==> src/rtl/wb_merge_pkg.sv <==
// -----------------------------------------------------------------------------
// wb_merge_pkg
// Shared types for the write-back merge unit: register-id range, the grant
// source encoding used by the arbiter, and a pointer-width helper.
// Imported by wb_fifo and wb_merge.
// -----------------------------------------------------------------------------
package wb_merge_pkg;

  // Register-file address width (32 architectural registers, x0 hardwired).
  localparam int REGID_W = 5;

  typedef logic [REGID_W-1:0] regid_t;

  localparam regid_t REG_ZERO = '0;

  // Which requester owns the register-file write port in a given cycle.
  typedef enum logic [1:0] {
    GRANT_NONE = 2'd0,
    GRANT_PIPE = 2'd1,
    GRANT_FIFO = 2'd2
  } grant_e;

  // Width of an index/pointer over n items; never narrower than one bit so a
  // single-entry range still yields a legal vector.
  function automatic int ptr_w(input int n);
    return (n > 1) ? $clog2(n) : 1;
  endfunction

endpackage : wb_merge_pkg

==> src/rtl/wb_fifo.sv <==
// -----------------------------------------------------------------------------
// wb_fifo
// Single-clock, DEPTH-entry FIFO with count-based full/empty flags. Holds the
// pending results of one long-latency source until the merge arbiter pops them.
//
// Parameters
//   WIDTH   entry width in bits
//   DEPTH   number of entries (power of two, >= 2)
//
// Ports
//   clk       clock
//   rst       synchronous active-high reset (clears pointers and count)
//   push_i    write wdata_i at the tail (caller guarantees !full_o)
//   wdata_i   entry to store
//   pop_i     drop the head entry (caller guarantees !empty_o)
//   rdata_o   head entry, valid while !empty_o
//   full_o    occupancy == DEPTH, from registered count only
//   empty_o   occupancy == 0, from registered count only
// -----------------------------------------------------------------------------
module wb_fifo
  import wb_merge_pkg::*;
#(
  parameter int WIDTH = 37,
  parameter int DEPTH = 2
) (
  input  logic             clk,
  input  logic             rst,
  input  logic             push_i,
  input  logic [WIDTH-1:0] wdata_i,
  input  logic             pop_i,
  output logic [WIDTH-1:0] rdata_o,
  output logic             full_o,
  output logic             empty_o
);

  localparam int AW = ptr_w(DEPTH);
  localparam int CW = $clog2(DEPTH + 1);

  logic [WIDTH-1:0] mem_q [DEPTH];
  logic [AW-1:0]    wr_ptr_q, wr_ptr_d;
  logic [AW-1:0]    rd_ptr_q, rd_ptr_d;
  logic [CW-1:0]    count_q, count_d;

  // Pointers wrap naturally because DEPTH is a power of two.
  // NOTE: every variable written in an always_comb gets a default first, so no
  // path leaves it unassigned and no latch is inferred.
  always_comb begin
    wr_ptr_d = wr_ptr_q;
    rd_ptr_d = rd_ptr_q;
    count_d  = count_q;
    if (push_i) wr_ptr_d = wr_ptr_q + AW'(1);
    if (pop_i)  rd_ptr_d = rd_ptr_q + AW'(1);
    // Simultaneous push and pop leaves occupancy unchanged.
    unique case ({push_i, pop_i})
      2'b10:   count_d = count_q + CW'(1);
      2'b01:   count_d = count_q - CW'(1);
      default: count_d = count_q;
    endcase
  end

  // NOTE: state registers use non-blocking assignments so every flop samples
  // the pre-edge value of its neighbours, independent of block ordering.
  always_ff @(posedge clk) begin
    if (rst) begin
      wr_ptr_q <= '0;
      rd_ptr_q <= '0;
      count_q  <= '0;
    end else begin
      wr_ptr_q <= wr_ptr_d;
      rd_ptr_q <= rd_ptr_d;
      count_q  <= count_d;
    end
  end

  // NOTE: the storage array is deliberately not reset; the cleared count makes
  // old contents unreachable, and leaving it out keeps it a plain RAM.
  always_ff @(posedge clk) begin
    if (push_i) mem_q[wr_ptr_q] <= wdata_i;
  end

  assign rdata_o = mem_q[rd_ptr_q];
  assign full_o  = (count_q == CW'(DEPTH));
  assign empty_o = (count_q == '0);

endmodule : wb_fifo

==> src/rtl/wb_merge.sv <==
// -----------------------------------------------------------------------------
// wb_merge
// Merges the in-order pipeline's register write with results returned by up to
// four long-latency sources onto a single register-file write port. The
// pipeline always wins; otherwise one non-empty source FIFO is popped. The
// granted write is registered and appears on wb_reg_* one cycle later.
// If FIFOs sit unserved for STARVE_LIMIT busy cycles, wb_stall_req asks the
// pipeline for a bubble until a FIFO is finally granted.
//
// Build option
//   WB_MERGE_RR_EN  defined: round-robin among FIFOs (pointer -> granted+1)
//                   undefined: fixed priority, lowest index first
//
// Parameters
//   XLEN          register data width
//   NUM_SRC       number of long-latency sources (1..4)
//   DEPTH         entries per source FIFO (power of two, >= 2)
//   STARVE_LIMIT  unserved busy cycles before a stall is requested
//
// Ports
//   clk, rst               clock, synchronous active-high reset
//   pipe_reg_write/regid/writedata   pipeline write request
//   src_valid/src_ready    per-source handshake
//   src_regid, src_data    flattened per-source destination and data
//   wb_reg_write/regid/writedata     registered register-file write
//   wb_stall_req           registered request for one pipeline bubble
//   wb_busy                any source FIFO holds an entry
// -----------------------------------------------------------------------------
module wb_merge
  import wb_merge_pkg::*;
#(
  parameter int XLEN         = 32,
  parameter int NUM_SRC      = 2,
  parameter int DEPTH        = 2,
  parameter int STARVE_LIMIT = 8
) (
  input  logic                    clk,
  input  logic                    rst,
  input  logic                    pipe_reg_write,
  input  logic [REGID_W-1:0]      pipe_reg_regid,
  input  logic [XLEN-1:0]         pipe_reg_writedata,
  input  logic [NUM_SRC-1:0]      src_valid,
  output logic [NUM_SRC-1:0]      src_ready,
  input  logic [REGID_W*NUM_SRC-1:0] src_regid,
  input  logic [XLEN*NUM_SRC-1:0] src_data,
  output logic                    wb_reg_write,
  output logic [REGID_W-1:0]      wb_reg_regid,
  output logic [XLEN-1:0]         wb_reg_writedata,
  output logic                    wb_stall_req,
  output logic                    wb_busy
);

  localparam int SRC_W = ptr_w(NUM_SRC);
  localparam int CNT_W = $clog2(STARVE_LIMIT + 1);
  localparam logic [CNT_W-1:0] CNT_MAX = CNT_W'(STARVE_LIMIT);

  typedef struct packed {
    regid_t          regid;
    logic [XLEN-1:0] data;
  } entry_t;

  typedef struct packed {
    logic            write;
    regid_t          regid;
    logic [XLEN-1:0] data;
  } wb_t;

  // ---------------------------------------------------------------------------
  // Source FIFOs
  // ---------------------------------------------------------------------------
  entry_t             push_entry [NUM_SRC];
  entry_t             fifo_rdata [NUM_SRC];
  logic [NUM_SRC-1:0] fifo_push;
  logic [NUM_SRC-1:0] fifo_pop;
  logic [NUM_SRC-1:0] fifo_full;
  logic [NUM_SRC-1:0] fifo_empty;

  for (genvar g = 0; g < NUM_SRC; g++) begin : g_src
    assign push_entry[g].regid = src_regid[REGID_W*g +: REGID_W];
    assign push_entry[g].data  = src_data[XLEN*g +: XLEN];

    // Ready depends only on registered occupancy, so a pop of a full FIFO
    // frees the slot for the source no earlier than the next cycle.
    assign src_ready[g] = !fifo_full[g];

    // Writes to x0 complete the handshake but are never stored.
    assign fifo_push[g] = src_valid[g] && src_ready[g] &&
                          (push_entry[g].regid != REG_ZERO);

    wb_fifo #(
      .WIDTH ($bits(entry_t)),
      .DEPTH (DEPTH)
    ) u_fifo (
      .clk     (clk),
      .rst     (rst),
      .push_i  (fifo_push[g]),
      .wdata_i (push_entry[g]),
      .pop_i   (fifo_pop[g]),
      .rdata_o (fifo_rdata[g]),
      .full_o  (fifo_full[g]),
      .empty_o (fifo_empty[g])
    );
  end : g_src

  assign wb_busy = |(~fifo_empty);

  // ---------------------------------------------------------------------------
  // Arbitration
  // ---------------------------------------------------------------------------
  logic             pipe_occupied;
  logic             fifo_cand_vld;
  logic [SRC_W-1:0] fifo_cand_idx;
  grant_e           grant_sel;

  assign pipe_occupied = pipe_reg_write && (pipe_reg_regid != REG_ZERO);

`ifdef WB_MERGE_RR_EN
  logic [SRC_W-1:0] rr_ptr_q, rr_ptr_d;

  // Index k positions after base, modulo NUM_SRC.
  function automatic logic [SRC_W-1:0] rot_idx(input logic [SRC_W-1:0] base,
                                               input int k);
    int s;
    s = int'(base) + k;
    if (s >= NUM_SRC) s = s - NUM_SRC;
    return SRC_W'(s);
  endfunction

  // Scan from the far end toward the pointer so the last hit is the first
  // non-empty FIFO at or after rr_ptr_q.
  always_comb begin
    fifo_cand_vld = 1'b0;
    fifo_cand_idx = '0;
    for (int k = NUM_SRC - 1; k >= 0; k--) begin
      if (!fifo_empty[rot_idx(rr_ptr_q, k)]) begin
        fifo_cand_vld = 1'b1;
        fifo_cand_idx = rot_idx(rr_ptr_q, k);
      end
    end
  end
`else
  // Fixed priority: the last hit of a downward scan is the lowest index.
  always_comb begin
    fifo_cand_vld = 1'b0;
    fifo_cand_idx = '0;
    for (int k = NUM_SRC - 1; k >= 0; k--) begin
      if (!fifo_empty[k]) begin
        fifo_cand_vld = 1'b1;
        fifo_cand_idx = SRC_W'(k);
      end
    end
  end
`endif

  always_comb begin
    grant_sel = GRANT_NONE;
    if (pipe_occupied)      grant_sel = GRANT_PIPE;
    else if (fifo_cand_vld) grant_sel = GRANT_FIFO;
  end

  always_comb begin
    fifo_pop = '0;
    if (grant_sel == GRANT_FIFO) fifo_pop[fifo_cand_idx] = 1'b1;
  end

`ifdef WB_MERGE_RR_EN
  always_comb begin
    rr_ptr_d = rr_ptr_q;
    if (grant_sel == GRANT_FIFO) begin
      rr_ptr_d = (fifo_cand_idx == SRC_W'(NUM_SRC - 1)) ? '0
                                                        : fifo_cand_idx + SRC_W'(1);
    end
  end

  always_ff @(posedge clk) begin
    if (rst) rr_ptr_q <= '0;
    else     rr_ptr_q <= rr_ptr_d;
  end
`endif

  // ---------------------------------------------------------------------------
  // Registered write-back port
  // ---------------------------------------------------------------------------
  wb_t wb_q, wb_d;

  always_comb begin
    wb_d = '0;
    unique case (grant_sel)
      GRANT_PIPE: begin
        wb_d.write = 1'b1;
        wb_d.regid = pipe_reg_regid;
        wb_d.data  = pipe_reg_writedata;
      end
      GRANT_FIFO: begin
        wb_d.write = 1'b1;
        wb_d.regid = fifo_rdata[fifo_cand_idx].regid;
        wb_d.data  = fifo_rdata[fifo_cand_idx].data;
      end
      default: wb_d = '0;
    endcase
  end

  // ---------------------------------------------------------------------------
  // Starvation tracking
  // ---------------------------------------------------------------------------
  logic [CNT_W-1:0] starve_q, starve_d;
  logic             stall_q, stall_d;

  // Counts busy cycles in which no FIFO was served. It saturates at the limit,
  // so while the pipeline keeps winning under an active stall request the
  // count simply holds; any FIFO grant clears it.
  always_comb begin
    starve_d = starve_q;
    if (grant_sel == GRANT_FIFO)          starve_d = '0;
    else if (wb_busy && starve_q != CNT_MAX) starve_d = starve_q + CNT_W'(1);
    // Stall is raised together with the count reaching the limit and stays up
    // until the grant that clears the count.
    stall_d = (starve_d == CNT_MAX);
  end

  always_ff @(posedge clk) begin
    if (rst) begin
      wb_q     <= '0;
      starve_q <= '0;
      stall_q  <= 1'b0;
    end else begin
      wb_q     <= wb_d;
      starve_q <= starve_d;
      stall_q  <= stall_d;
    end
  end

  assign wb_reg_write     = wb_q.write;
  assign wb_reg_regid     = wb_q.regid;
  assign wb_reg_writedata = wb_q.data;
  assign wb_stall_req     = stall_q;

endmodule : wb_merge

==> config.mk <==
export PLATFORM = sky130hd
export DESIGN_NAME = wb_merge
export DESIGN_NICKNAME = d
export VERILOG_FILES = /design/src/rtl/wb_merge_pkg.sv /design/src/rtl/wb_fifo.sv /design/src/rtl/wb_merge.sv
export SDC_FILE = /design/constraint.sdc
export NUM_CORES = 1
export LEC_CHECK = 0
export CELL_PAD_IN_SITES_DETAIL_PLACEMENT = 0
export CELL_PAD_IN_SITES_GLOBAL_PLACEMENT = 1
export CORE_MARGIN = 1
export CORE_UTILIZATION = 43
export CTS_BUF_LIST = sky130_fd_sc_hd__clkbuf_8
export CTS_CLUSTER_DIAMETER = 30
export DETAILED_ROUTE_END_ITERATION = 16
export GPL_TIMING_DRIVEN = 0
export PLACE_DENSITY = 0.83
export SKIP_CTS_REPAIR_TIMING = 1
export SLEW_MARGIN = 20
export SYNTH_ARGS = -nofsm -noshare
export SYNTH_HDL_FRONTEND = slang
export SYNTH_SLANG_ARGS = --single-unit
==> constraint.sdc <==
create_clock -name clk -period 3.4 [get_ports clk]
set_clock_uncertainty 0.05 [all_clocks]
set_input_delay 0.34 -clock clk [delete_from_list [all_inputs] [get_ports clk]]
set_output_delay 0.34 -clock clk [all_outputs]
set_load 0.005 [all_outputs]
==> summary.txt <==
DR DRC count = 0
Outcome = completed
Count of inserted antenna diode cells = 0
Reg2reg start = g_src[0].u_fifo.count_q[0]
Post-Synthesis Cells = 557
Worst hold path type = input port to flop
Pins Over Slew Limit = 0
DP Wirelength = 12,200 um
Register area share after synthesis = 71.5%
Final Non-Filler Cells = 1,014
CTS tree = built
Die height = 136 um
# nets final = 880
Required time worst endpoint = 3.01 ns
Fmax = 0.424 GHz
CP Capture Type = output port
Final setup vio count = 0
Violation count after the first detailed-route iteration = 272
Clock Sinks = 201
Inst Count DP = 943
Syn Nets = 677
Clock root buffer master = clkbuf_8
Cells on worst reg2reg path = 7
Die area = 18,500 sq um
Count of different cell masters after synthesis = 31
Hold Crit Start = pipe_reg_writedata[7]
Yosys reg bits = 201
H-tree depth = 2
Placer Congestion = 0.809
Critical path launch point type = flop
Starting density of the core = 44.2%
R2R setup slack = 1.17 ns
Crit path max fanout = 6
Period utilisation layout = 69.4%
Post-Syn Area = 7700 sq um
Core ar. = 17,400 sq um
CP Data Arrival Time = 1.97 ns
Worst-case vdd ir drop = 0.525 mV
Clock slew seen by the registers of the worst setup and hold paths = 0.06 ns
Clk_lat worst skew = 0.51 ns
Ports = 158
Most frequent cells in the layout = clkdlybuf4s50_1 (157), edfxtp_1 (148), nand2_1 (110), mux2i_1 (76), dfxtp_1 (53)
Grt ovf = 0
CTS Buffer Depth = 3
Slew headroom = 48.2%
Total track usage = 19.5%
First-pass GRT wire length = 26,700 um
Layout cells sized above 1 = 12.7%
Port Buffers = 157
Synth area leaders = edfxtp_1 (58%), dfxtp_1 (14%), mux2i_1 (9.9%), nand2_1 (5.4%), a21oi_1 (2.3%)
RSZ-0062 raised after global routing = no
WS Path Type = flop to output port
Cts bufs inserted = 40
WL final = 17,500 um
Vias = 5,038
Vias in the first global route = 5,377
Final Util = 60.6%
Synth top area share = 57.7%
Period minus WS final = 2.36 ns
Pin count of the biggest net entering global routing = 21
P_leak = 3.74 nW
Power Dens Cells = 804 nW/um^2
Worst slew pin tran = 0.776 ns
DR WL/cell = 17.2 um
Vias per std cell = 4.97
Syn_area_per_cell = 13.8 sq um
R2R Path End = g_src[1].u_fifo.count_q[1]
Area growth, synth to finish = 37.1%
DIE WIDTH = 136 um
Synth Warn # = 0
Hold endpoint = wb_reg_writedata[7]
Post-synth top area cell = edfxtp_1
DRT antenna net count = 0
Row cnt = 48
Hold Slack = 0.328 ns
Most common cell after layout, fill and taps aside = clkdlybuf4s50_1
Worst Hold Depth = 3
Fin. Hold Viols = 0
Initial antenna violation count = 0
Max Cap Viol = 0
First drt pass iteration count = 5
## logic make-up (layout without fill, tap and decap cells)
family	Yosys count	in the layout	synth area share, %
AO/OA/AOI/OAI	51	51	4.06
flip-flops	201	201	71.5
multiplexers	77	77	10.0
AND/OR/NAND/NOR	180	180	10.2
XOR/XNOR	9	9	1.02
adder cells (fa/ha/maj)	4	4	0.650
buffers and inverters	35	267	2.57
## area by class of cell
| class | instances | area, sq um |
|---|---|---|
| multi-input combinational | 321 | 2030 |
| buffer | 29 | 175 |
| clock inverter | 27 | 260 |
| sequential | 201 | 5510 |
| fill | 1381 | 6850 |
| inverter | 6 | 22.5 |
| timing repair buffer | 161 | 1680 |
| clock buffer | 44 | 606 |
| tap | 225 | 282 |
## worst max-delay path: stages (launching register included)
cell and delay, ns:
dfxtp_1 0.40, nor4_4 0.46, inv_2 0.14, clkdlybuf4s50_1 0.47
## flip-flops by register name, indices dropped and copies added (netlist names), named ones only
register,count
wb_stall_req,1
wb_reg_writedata,32
g_src.u_fifo.mem_q,148
starve_q,4
wb_reg_write,1
g_src.u_fifo.wr_ptr_q,2
wb_reg_regid,5
g_src.u_fifo.count_q,4
g_src.u_fifo.rd_ptr_q,2
## worst max path at each step
stage / start / end / cells past startpoint
6_report: g_src[1].u_fifo.count_q[0] / wb_busy / 3
5_1_grt: g_src[1].u_fifo.count_q[0] / wb_busy / 3
4_1_cts: g_src[1].u_fifo.count_q[0] / wb_busy / 3
3_5_place_dp: src_regid[0] / g_src[0].u_fifo.count_q[1] / 6
3_3_place_gp: src_regid[0] / g_src[0].u_fifo.mem_q[0][9] / 4
2_1_floorplan: g_src[1].u_fifo.count_q[0] / g_src[1].u_fifo.mem_q[0][0] / 3
## where the power goes
group          internal (mW)  total [mW]  leakage (nW)  switching (mW)
sequential              3.15        3.31          1.82           0.160
clock                   1.58        2.59         0.464            1.01
combinational           1.14        2.59          1.46            1.45
total                   5.87        8.49          3.74            2.62
## metal layers
layer  wire [um]  global-route usage (%)  vias to the layer above
met5           0                       0                        -
met4         438                    7.41                        0
met3        1300                    6.15                       39
met2        8640                    33.6                      177
met1        7100                    22.6                     2394
li1            -                       -                     2428
## per-stage QoR
step           area (sq um)  power [mW]  setup slack, ns  setup TNS [ns]
3_5_place_dp           9700        5.96            0.629               0
2_1_floorplan          7700        4.91            0.576               0
5_1_grt               10600        8.95            0.907               0
6_report              10600        8.49             1.04               0
3_3_place_gp           9560        5.83           -0.822         -117.08
4_1_cts               10600        8.58             1.01               0
## synthesized netlist by cell type
master / count
o21bai_4: 1
ha_1: 4
edfxtp_1: 148
nor2_4: 3
nor2b_1: 1
a32oi_1: 5
clkbuf_1: 8
nor4_4: 1
mux2_2: 1
nand3_1: 34
xor2_1: 2
a31oi_1: 1
buf_2: 11
nor2_1: 20
or3_1: 2
nor3_1: 4
o211ai_2: 2
inv_1: 5
buf_1: 3
mux2i_1: 76
buf_6: 7
a21oi_1: 36
or4_1: 3
o21a_1: 2
dfxtp_1: 53
inv_2: 1
xnor2_1: 7
o21ai_2: 1
nand2b_1: 2
nand2_1: 110
o21ai_0: 3
Power figures use the tool's default switching activity.
